$ cat config.mk
export PLATFORM = sky130hd
export DESIGN_NAME = shift_normalizer
export DESIGN_NICKNAME = d
export VERILOG_FILES = /design/src/rtl/shift_normalizer_pkg.sv /design/src/rtl/shift_normalizer.sv
export SDC_FILE = /design/constraint.sdc
export NUM_CORES = 1
export LEC_CHECK = 0
export BUFFER_PORTS_ARGS = -buffer_cell sky130_fd_sc_hd__buf_2
export CORE_MARGIN = 2
export CORE_UTILIZATION = 46
export CTS_CLUSTER_SIZE = 8
export DETAILED_ROUTE_END_ITERATION = 12
export PLACE_DENSITY = 0.71
export SLEW_MARGIN = 20
export SYNTH_ARGS = -nofsm -noshare
export SYNTH_HDL_FRONTEND = slang
export SYNTH_SLANG_ARGS = --single-unit
$ cat constraint.sdc
create_clock -name clk -period 1.8 [get_ports clk]
set_clock_uncertainty 0.2 [all_clocks]
set_input_delay 0.18 -clock clk [delete_from_list [all_inputs] [get_ports clk]]
set_output_delay 0.18 -clock clk [all_outputs]
set_load 0.1 [all_outputs]
$ cat src/rtl/shift_normalizer_pkg.sv
// shift_normalizer_pkg: shared types and default sizing for the iterative
// left-normalizer.
//   state_e   : FSM encoding (IDLE accepts, SHIFT normalizes, DONE presents)
//   WIDTH_DEF : default data width
//   CW_DEF    : default shift-count width, $clog2(WIDTH_DEF)
package shift_normalizer_pkg;

  localparam int WIDTH_DEF = 8;
  localparam int CW_DEF    = $clog2(WIDTH_DEF);

  typedef enum logic [1:0] {
    IDLE  = 2'd0,
    SHIFT = 2'd1,
    DONE  = 2'd2
  } state_e;

endpackage

$ cat src/rtl/shift_normalizer.sv
// shift_normalizer: shifts a word left one bit per cycle until its MSB is 1.
// Returns the normalized word and the shift count n, so that
// (out_data >> out_n) == in_data and n is the leading-zero count.
// Ports:
//   clk, rst              : clock, synchronous active-high reset
//   in_valid/in_ready     : input handshake (ready only in IDLE)
//   in_data  [WIDTH]      : word to normalize
//   out_valid/out_ready   : output handshake (valid only in DONE)
//   out_data [WIDTH]      : normalized word, MSB=1 unless input was zero
//   out_n    [CW]         : number of left shifts applied
//   out_zero              : input was all zeros
module shift_normalizer
  import shift_normalizer_pkg::*;
#(
  parameter int WIDTH = WIDTH_DEF,
  parameter int CW    = $clog2(WIDTH)
) (
  input  logic             clk,
  input  logic             rst,
  input  logic             in_valid,
  output logic             in_ready,
  input  logic [WIDTH-1:0] in_data,
  output logic             out_valid,
  input  logic             out_ready,
  output logic [WIDTH-1:0] out_data,
  output logic [CW-1:0]    out_n,
  output logic             out_zero
);

  state_e           state_q;
  logic [WIDTH-1:0] data_q;
  logic [CW-1:0]    cnt_q;
  logic             zero_q;

  always_ff @(posedge clk) begin
    if (rst) begin
      state_q <= IDLE;
      data_q  <= '0;
      cnt_q   <= '0;
      zero_q  <= 1'b0;
    end else begin
      case (state_q)
        IDLE: begin
          if (in_valid) begin
            data_q  <= in_data;
            cnt_q   <= '0;
            zero_q  <= (in_data == '0);
            // Zero and already-normalized words skip SHIFT entirely.
            state_q <= ((in_data == '0) || in_data[WIDTH-1]) ? DONE : SHIFT;
          end
        end
        SHIFT: begin
          data_q <= {data_q[WIDTH-2:0], 1'b0};
          cnt_q  <= cnt_q + 1'b1;
          // Finish on the edge that moves the first 1 into the MSB; a nonzero
          // word guarantees this within WIDTH-1 shifts, so cnt_q cannot wrap.
          if (data_q[WIDTH-2]) state_q <= DONE;
        end
        DONE: begin
          if (out_ready) state_q <= IDLE;
        end
        default: state_q <= IDLE;
      endcase
    end
  end

  // Handshake flags come from the state register; rst masks in_ready so no
  // word appears accepted during a reset cycle.
  assign in_ready  = (state_q == IDLE) && !rst;
  assign out_valid = (state_q == DONE);
  assign out_data  = data_q;
  assign out_n     = cnt_q;
  assign out_zero  = zero_q;

endmodule
==> flow_summary.ini <==
[placed_design]
post-place-ws_ns = 0.2480
port-buffer-count = 25
placed_area_um2 = 837.1
gp_congestion = 0.7615
hpwl_um = 1183

[die]
placementRows = 14
core_mm2 = 0.001471
die_y_um = 42.96
fp.dieW_um = 42.96
die_area_mm2 = 0.001846
floorplan.initialDensity_pct = 47.45
ios = 26

[setup_path]
crit_path_cell_trace = dlygate4sd3_1, buf_2, nor4_1, a2111o_1, and3_1
worst_setup_path_start_kind = primary input
required_ns = 1.82
crit_slowest_cell = dlygate4sd3_1
r2r_cells = 3
critical_path_arrival_ns = 1.71
path_class = in -> reg
slowest_delay_ns = 0.53
path_max_fanout = 2
endpoint_kind = flop

[clock_tree]
cts-root-buf = clkbuf_4
htree_num_levels = 1
post-cts-setup-buffer-count = 0
clock_tree.buffer_depth = 2
cts_buffers = 3
clkTransAtPathRegs_ns = 0.08
clk_latency_ns = 0.27
clock-sinks = 14
cts_tree = yes

[synth]
synth_top_family_by_area = simple AND/OR/NAND/NOR gates
synthArstFlopShare_pct = 0
yosys.area_share.xor_xnor_pct = 0
synthFlopType = dfxtp_1
yosys.area_share.simple_pct = 27.96
ys_warn_count = 0
synth_area_per_cell_um2 = 8.619
synth_compound_area_share_pct = 24.01
synth_top_area_share_pct = 40.14
synth_fa_ha_area_share_pct = 1.792
synthTopCellsByArea = dfxtp_1, a311oi_1, nand2_1, nor2_1, buf_6
ys_seq_area_share_pct = 40.14
synth-edff-count = 0
ys_ff_latch = 14
syn_area_um2 = 698.2
netlist_instances = 81
synth_fp_nets = 94
synthMuxAreaShare_pct = 0
yosysUniqueCellTypes = 29
synth_top_area_cell = dfxtp_1

[pwr]
switchingPower_mw = 0.4120
clkPwrFrac_pct = 19.1
p_sw_share_pct = 44.80
p_int_mw = 0.5077
power_mw = 0.9197
power_density_mw_per_mm2 = 986.7
p_leak_nw = 0.4088
pwr-share-comb_pct = 40.7
p_seq_share_pct = 40.2
irDropWorstVdd_mv = 0.5322

[final_layout]
final_area_um2 = 932.1
final_common_cell = buf_2
area_delta_synth_final_pct = 33.51
drive_above_1_share_pct = 31.25
multi_input_area_um2 = 386.6
fill_cells = 132
final_nets = 127
seqCellArea_um2 = 282.8
final_util_pct = 63.35
final_cell_mix = buf_2, nand2_1, dfxtp_1
diodes = 0

[sta]
slew_headroom_pct = 67.45
finalHoldViolCount = 0
tightest_slew_ns = 0.4838
slew_viol_final = 0
worst_slack_ns = 0.1091
fmax_mhz = 591.4
grt_setup_unrepaired = no
period_share_pct = 93.94
final.min_clock_period_ns = 1.691
setup_tns_ns = 0
finalSetupViolCount = 0

[drt]
drt_iter0_markers = 17
drt-total-wl_um = 1667
drtPass1Iterations = 4
num_vias = 710
wire_per_inst_um = 13.02
viasPerCell = 5.547
detail-route-antenna-nets = 0
route.detailed.drc = 0

[global_routing]
antenna_found_initial = 0
grt-ovfl-total = 0
grt_use_total_pct = 19.84
grt_max_degree = 16
grt_pass1_wl_um = 2711
grt_pass1_vias = 614

[hold_path]
whs_path_depth = 3
hp-class = in -> reg

[flow_run]
cap_violations = 0

[status]
outcome = finished clean
## stage by stage
| stage | std cells | hold slack, ns |
|---|---|---|
| after detailed placement | 118 | 0.2498 |
| after global routing | 128 | 0.007683 |
| final | 128 | 0.01505 |
| after floorplan | 81 | 0.05214 |
| after CTS | 128 | 0.009982 |
| after global placement | 118 | 0.2507 |
## registers in the layout (all words and copies together), names as in the netlist
signal,flops
state_q,2
out_n,3
out_zero,1
out_data,8
## routing by layer
metal	routed length, um	track usage [%]	up-vias	part of all wire (%)
li1	-	-	357	-
met4	28	10.91	0	1.7
met2	731	31.21	25	44
met5	0	0	-	0
met1	826	25.33	324	50
met3	79	3.830	4	4.7
## path summary, 6_finish.rpt
| check | slack (ns) | start | to |
|---|---|---|---|
| worst max-delay path | 0.11 | in_data[1] | state_q[1] |
| worst min-delay path | 0.02 | in_valid | out_zero |
| worst max register to register | 0.21 | state_q[0] | out_data[2] |
| worst min register to register | 0.26 | out_n[0] | out_n[0] |
## layout make-up
cell class | count | area share (%)
tap | 16 | 2.148
multi-input combinational | 62 | 41.48
sequential | 14 | 30.34
clock buffer | 3 | 2.416
timing repair buffer | 33 | 23.62
## cell families after synthesis
kind of cell | after synthesis
AO/OA/AOI/OAI | 21
buffers and inverters | 5
adder cells (fa/ha/maj) | 1
flip-flops | 14
AND/OR/NAND/NOR | 40
## power by group through the flow
stage	combinational [mW]	sequential [mW]	clock (mW)
6_report	0.374	0.370	0.176
5_1_grt	0.393	0.375	0.195
4_1_cts	0.373	0.370	0.181
3_5_place_dp	0.361	0.377	0
3_3_place_gp	0.359	0.375	0
2_1_floorplan	0.149	0.529	0
## Yosys cell counts, types with 2 or more instances
cell,number
a21oi_1,4
nand3b_1,2
nor2b_1,2
nand2b_1,2
nor4_1,2
nor2_1,10
a311oi_1,7
a211oi_1,2
dfxtp_1,14
buf_6,3
nand2_1,15
## critical path, delay by kind of cell
kind | cells | cell delay, ns
simple gates | 2 | 0.62
compound gates | 1 | 0.26
buf+inv | 2 | 0.66
## what timing repair did
| action | 4_1_cts | 5_1_grt |
|---|---|---|
| resized for setup | 0 | 1 |
| hold endpoints to repair | 7 | 0 |
| hold buffers | 7 | 0 |
| setup endpoints to repair | 0 | 1 |
Note: power is estimated with default switching activity, not from simulation.
